<file path="config.mk">
export PLATFORM = sky130hd
export DESIGN_NAME = inst_fetch_ctrl
export DESIGN_NICKNAME = d
export VERILOG_FILES = /design/src/rtl/inst_fetch_ctrl.sv
export SDC_FILE = /design/constraint.sdc
export NUM_CORES = 1
export LEC_CHECK = 0
export ABC_AREA = 1
export BUFFER_PORTS_ARGS = -buffer_cell sky130_fd_sc_hd__buf_2
export CORE_MARGIN = 2
export CORE_UTILIZATION = 35
export DETAILED_ROUTE_END_ITERATION = 8
export PLACE_DENSITY_LB_ADDON = 0.15
export SYNTH_ARGS = -nofsm -noshare
export SYNTH_HDL_FRONTEND = slang
export SYNTH_SLANG_ARGS = --single-unit
export TNS_END_PERCENT = 1
</file>
<file path="constraint.sdc">
create_clock -name CLK -period 2.43 [get_ports CLK]
set_input_delay 0.1215 -clock CLK [delete_from_list [all_inputs] [get_ports CLK]]
set_output_delay 0.1215 -clock CLK [all_outputs]
set_load 0.005 [all_outputs]
</file>
<file path="src/rtl/inst_fetch_ctrl.sv">
// rtl/inst_fetch_ctrl.sv - instruction fetch sequencer with one-entry output stage
//
// Purpose:
//   Owns the fetch PC, reads the combinational instruction memory and registers
//   each word into a one-entry valid/ready stage towards decode. Handles branch
//   redirects, flags misaligned redirect targets and halts at the end of the image.
//
// Ports:
//   CLK, RESET          clock; synchronous active-low reset
//   START               level, leaves IDLE when sampled high
//   PC / INST_CODE      fetch address out, same-cycle instruction word in
//   INST_OUT / INST_PC  registered instruction and its address
//   INST_VALID/READY    handshake to decode
//   REDIRECT/_PC        one-cycle branch/jump request and target
//   HALTED, FAULT       in HALT state; sticky misaligned-redirect flag
//   FETCH_COUNT,
//   STALL_COUNT         saturating perf counters, only with FETCH_PERF_EN defined
//
// Build option: FETCH_PERF_EN

module inst_fetch_ctrl #(
  parameter logic [31:0] RESET_PC  = 32'd0,
  parameter logic [31:0] MEM_BYTES = 32'd32
) (
  input  logic        CLK,
  input  logic        RESET,
  input  logic        START,
  output logic [31:0] PC,
  input  logic [31:0] INST_CODE,
  output logic [31:0] INST_OUT,
  output logic [31:0] INST_PC,
  output logic        INST_VALID,
  input  logic        INST_READY,
  input  logic        REDIRECT,
  input  logic [31:0] REDIRECT_PC,
  output logic        HALTED,
  output logic        FAULT
`ifdef FETCH_PERF_EN
  ,
  output logic [31:0] FETCH_COUNT,
  output logic [31:0] STALL_COUNT
`endif
);

  localparam logic [31:0] LAST_PC = MEM_BYTES - 32'd4;

  typedef enum logic [1:0] {
    ST_IDLE = 2'd0,
    ST_RUN  = 2'd1,
    ST_HALT = 2'd2
  } state_t;

  state_t      r_state;
  state_t      w_next_state;

  logic [31:0] r_pc;
  logic [31:0] r_inst;
  logic [31:0] r_inst_pc;
  logic        r_valid;
  logic        r_fault;

  logic        w_misaligned;
  logic        w_in_range;
  logic        w_fetch_slot;
  logic        w_capture;
  logic        w_redirect_take;
  logic        w_stall;
  logic        w_halted;

  assign w_misaligned = (REDIRECT_PC[1:0] != 2'b00);
  assign w_in_range   = (r_pc <= LAST_PC);
  // Output stage can take a new word: empty, or being drained this cycle.
  assign w_fetch_slot = (!r_valid || INST_READY) && !REDIRECT;

  // State register
  always_ff @(posedge CLK) begin
    if (!RESET) begin
      r_state <= ST_IDLE;
    end else begin
      r_state <= w_next_state;
    end
  end

  // Next-state logic
  always_comb begin
    w_next_state = r_state;
    case (r_state)
      ST_IDLE: begin
        if (REDIRECT && w_misaligned) begin
          w_next_state = ST_HALT;
        end else if (START) begin
          w_next_state = ST_RUN;
        end
      end
      ST_RUN: begin
        if (REDIRECT) begin
          if (w_misaligned) begin
            w_next_state = ST_HALT;
          end
        end else if (w_fetch_slot && !w_in_range) begin
          w_next_state = ST_HALT;
        end
      end
      ST_HALT: w_next_state = ST_HALT;
      default: w_next_state = ST_IDLE;
    endcase
  end

  // Output / control decode
  always_comb begin
    w_halted        = (r_state == ST_HALT);
    w_redirect_take = REDIRECT && (r_state != ST_HALT);
    w_capture       = (r_state == ST_RUN) && w_fetch_slot && w_in_range;
    w_stall         = (r_state == ST_RUN) && r_valid && !INST_READY && !REDIRECT;
  end

  // Fetch datapath
  always_ff @(posedge CLK) begin
    if (!RESET) begin
      r_pc      <= RESET_PC;
      r_inst    <= 32'd0;
      r_inst_pc <= 32'd0;
      r_valid   <= 1'b0;
      r_fault   <= 1'b0;
    end else if (w_redirect_take) begin
      // Flush: a same-cycle transfer has already been seen by decode.
      r_valid <= 1'b0;
      if (w_misaligned) begin
        r_fault <= 1'b1;
      end else begin
        r_pc <= REDIRECT_PC;
      end
    end else if (w_capture) begin
      r_inst    <= INST_CODE;
      r_inst_pc <= r_pc;
      r_valid   <= 1'b1;
      r_pc      <= r_pc + 32'd4;
    end else if ((r_state != ST_IDLE) && r_valid && INST_READY) begin
      // End of image in RUN, or draining in HALT: entry consumed, nothing refills it.
      r_valid <= 1'b0;
    end
  end

  assign PC         = r_pc;
  assign INST_OUT   = r_inst;
  assign INST_PC    = r_inst_pc;
  assign INST_VALID = r_valid;
  assign HALTED     = w_halted;
  assign FAULT      = r_fault;

`ifdef FETCH_PERF_EN
  logic [31:0] r_fetch_cnt;
  logic [31:0] r_stall_cnt;

  always_ff @(posedge CLK) begin
    if (!RESET) begin
      r_fetch_cnt <= 32'd0;
      r_stall_cnt <= 32'd0;
    end else begin
      if (w_capture && (r_fetch_cnt != 32'hFFFF_FFFF)) begin
        r_fetch_cnt <= r_fetch_cnt + 32'd1;
      end
      if (w_stall && (r_stall_cnt != 32'hFFFF_FFFF)) begin
        r_stall_cnt <= r_stall_cnt + 32'd1;
      end
    end
  end

  assign FETCH_COUNT = r_fetch_cnt;
  assign STALL_COUNT = r_stall_cnt;
`else
  logic w_unused_stall;
  assign w_unused_stall = w_stall;
`endif

endmodule

</file>
==> impl_metrics.ini <==
[worst_hold_path]
hold_path_depth = 3
min_path_type = input pin to flop
hp-start = INST_CODE[28]
hold_end = INST_OUT[28]$_SDFFE_PN0P_

[timing]
timing.fmax_mhz = 505
finalCriticalPeriod_ns = 1.98
setup_viol = 0
period_share_pct = 81.5
slew_viol_final = 0
hold_violations = 0
rsz0062_at_grt = false
tightestPinTransition_ns = 0.748
setup-tns-final_ns = 0
max_slew_margin_pct = 50.1
skew_ns = 0.00926

[worst_setup_path]
cp_max_fo = 28
r2r_start = PC[2]$_SDFFE_PN0P_
critPathCaptureType = flop
r2r_setup_slack_ns = 0.45
cp.arrival_ns = 2.26
start_kind = flop
crit_type = flop to flop
r2r_end = PC[21]$_SDFFE_PN0P_
worstPathRequired_ns = 2.71
r2r_cells = 11

[yosys]
syn_area_mm2 = 0.00452
synth.avg_cell_area_um2 = 6.87
yosys_warnings = 0
syn_inst = 657
yosys-top-cells-area = dfxtp_1, nand2_1, nor2_1
yosysUniqueCellTypes = 29
ys_seq_area_share_pct = 44.3
yosysTopAreaCellShare_pct = 44.3
synth_nets = 731
synth.largest_area_cell = dfxtp_1
synth_seq_cells = 100

[clocking]
clock_sinks = 100
postCtsHoldBufs = 0
clk_latency_ns = 0.35
cts_setup_buffers = 0
cts_tree = yes
post_cts_resized = 0
clk_path_buf_depth = 2
root_buffer = clkbuf_16
cts_buffers = 9
clkSlewWorstSetupHoldPaths_ns = 0.07
h-tree-depth = 3

[status]
run_status = complete, no violations

[placed_design]
io_buffers = 167
finalWeightedCongestion = 0.864
dp_hpwl_mm = 9.51

[floorplan]
die_y_um = 118
rows = 41
pin_count = 168
dieWidth_um = 118
die_area_mm2 = 0.0138
coreArea_mm2 = 0.0126
initial_core_util_pct = 35.8

[finish]
area_growth_pct = 28.1
fill_cells = 1361
nets = 888
final_layout_size_suffix_gt1_share_pct = 28.2
diodes = 0

[detailed_routing]
wirelength_met1_mm = 5.91
top_layer_used = met4
first_iter_violations = 219
routed_via_density = 4.56
firstDrtPassIters = 4
route.detailed.drc = 0
route.met2.wl_mm = 6.06
ant_nets = 0
dr_wl_met3_um = 865
vias = 4522
totalWireLength_mm = 13.0
wl_per_cell_um = 13.1

[grt]
grt_max_degree = 44
antenna_found_initial = 0
grt_pass1_wl_mm = 21.0
grt_pass1_vias = 4362
grt_overflow_total = 0
grt.total_usage_pct = 18.5

[power_and_ir_drop]
internal_power_mw = 2.60
irDropWorstVdd_v = 0.000341
cellPowerDensity_mw_per_mm2 = 627
combPwrFrac_pct = 13.3
clockPowerShare_pct = 38.5
power_mw = 3.62
switchingPower_mw = 1.03
swShare_pct = 28.3
seqPwrFrac_pct = 48.2
p_leak_nw = 2.58

[flow_run]
cap_violations = 0
[power by group through the flow]
stage                     combinational (mW)  clock [mW]  sequential [mW]
after CTS                              0.489        1.44             1.75
after global routing                   0.545        1.51             1.76
after detailed placement               0.486           0             1.79
final                                  0.482        1.39             1.75
after floorplan                        0.304           0             1.78
after global placement                 0.481           0             1.78
[final cells by class]
cell class,count,area (um2),share of cell area [%]
Multi-Input combinational cell,484,2200,38.0
Clock buffer,10,229,3.96
Inverter,42,158,2.72
Sequential cell,100,2000,34.6
Timing Repair Buffer,177,923,16.0
Tap cell,172,215,3.72
Clock inverter,6,61.3,1.06
[cells in the final DEF, fill, tap and decap left out, drive strengths merged]
cell type,count
a211oi,1
a21oi,57
a22oi,7
and2,1
buf,177
clkbuf,10
clkinv,4
clkinvlp,1
dfxtp,100
ha,5
inv,43
mux2i,1
nand2,213
nand3,41
nand3b,1
nand4,3
nor2,114
nor3,5
o21ai,24
o21bai,2
or2,9
[worst max-delay path, stage by stage (launching register included)]
cell and delay, ns:
dfxtp_1 0.36, ha_1 0.24, nand2_1 0.11, inv_2 0.05, nand2_1 0.05, nand2_1 0.06, nor2_2 0.19, nand3_4 0.13
nand2_4 0.32, buf_4 0.23, o21ai_0 0.08, nor2_1 0.11
[flip-flops by register name, indices dropped and copies added, names as in the netlist]
name        count
INST_OUT       32
INST_PC        32
PC             32
r_state         2
FAULT           1
INST_VALID      1
[per-stage QoR]
step	utilization [%]	worst slack [ns]	cells	area [um2]	hold WS [ns]
after detailed placement	43.5	0.439	975	5500	0.377
final	45.8	0.450	991	5790	0.0139
after global routing	45.8	0.213	991	5790	0.00274
after global placement	43.5	0.524	975	5500	0.372
after floorplan	-	0.689	657	4520	0.260
after CTS	45.8	0.410	991	5790	0.00418
[cell families after synthesis]
family,after synthesis,share of synthesized area [%]
fa+ha+maj,5,1.39
flops,100,44.3
simple gates,387,35.7
buf+inv,73,7.04
mux,1,0.222
compound gates,91,11.3
[layer usage]
layer,global-route usage (%),up-vias
li1,-,2389
met1,23.0,2003
met2,31.1,119
met3,5.47,11
met4,5.12,0
met5,0,-
[cells in the mapped netlist, drive strengths merged]
cell type  count
buf           17
a22oi          7
nand3         41
ha             5
nand3b         1
o21ai         24
clkbuf        14
nor2         114
dfxtp        100
inv           42
mux2i          1
a211oi         1
nand2        213
or2            9
a21oi         57
and2           1
o21bai         2
nand4          3
nor3           5
[worst max-delay path by stage]
| stage | from | endpoint | slack [ns] | cells past startpoint |
|---|---|---|---|---|
| CTS | r_state[0]$_SDFFE_PN0P_ | PC[21]$_SDFFE_PN0P_ | 0.41 | 10 |
| detailed placement | r_state[0]$_SDFFE_PN0P_ | PC[21]$_SDFFE_PN0P_ | 0.44 | 10 |
| global route | r_state[0]$_SDFFE_PN0P_ | PC[7]$_SDFFE_PN0P_ | 0.21 | 10 |
| floorplan | r_state[0]$_SDFFE_PN0P_ | PC[11]$_SDFFE_PN0P_ | 0.69 | 9 |
| global placement | r_state[0]$_SDFFE_PN0P_ | PC[11]$_SDFFE_PN0P_ | 0.52 | 10 |
| finish | PC[2]$_SDFFE_PN0P_ | PC[21]$_SDFFE_PN0P_ | 0.45 | 11 |
(Power assumes the default switching activity.)
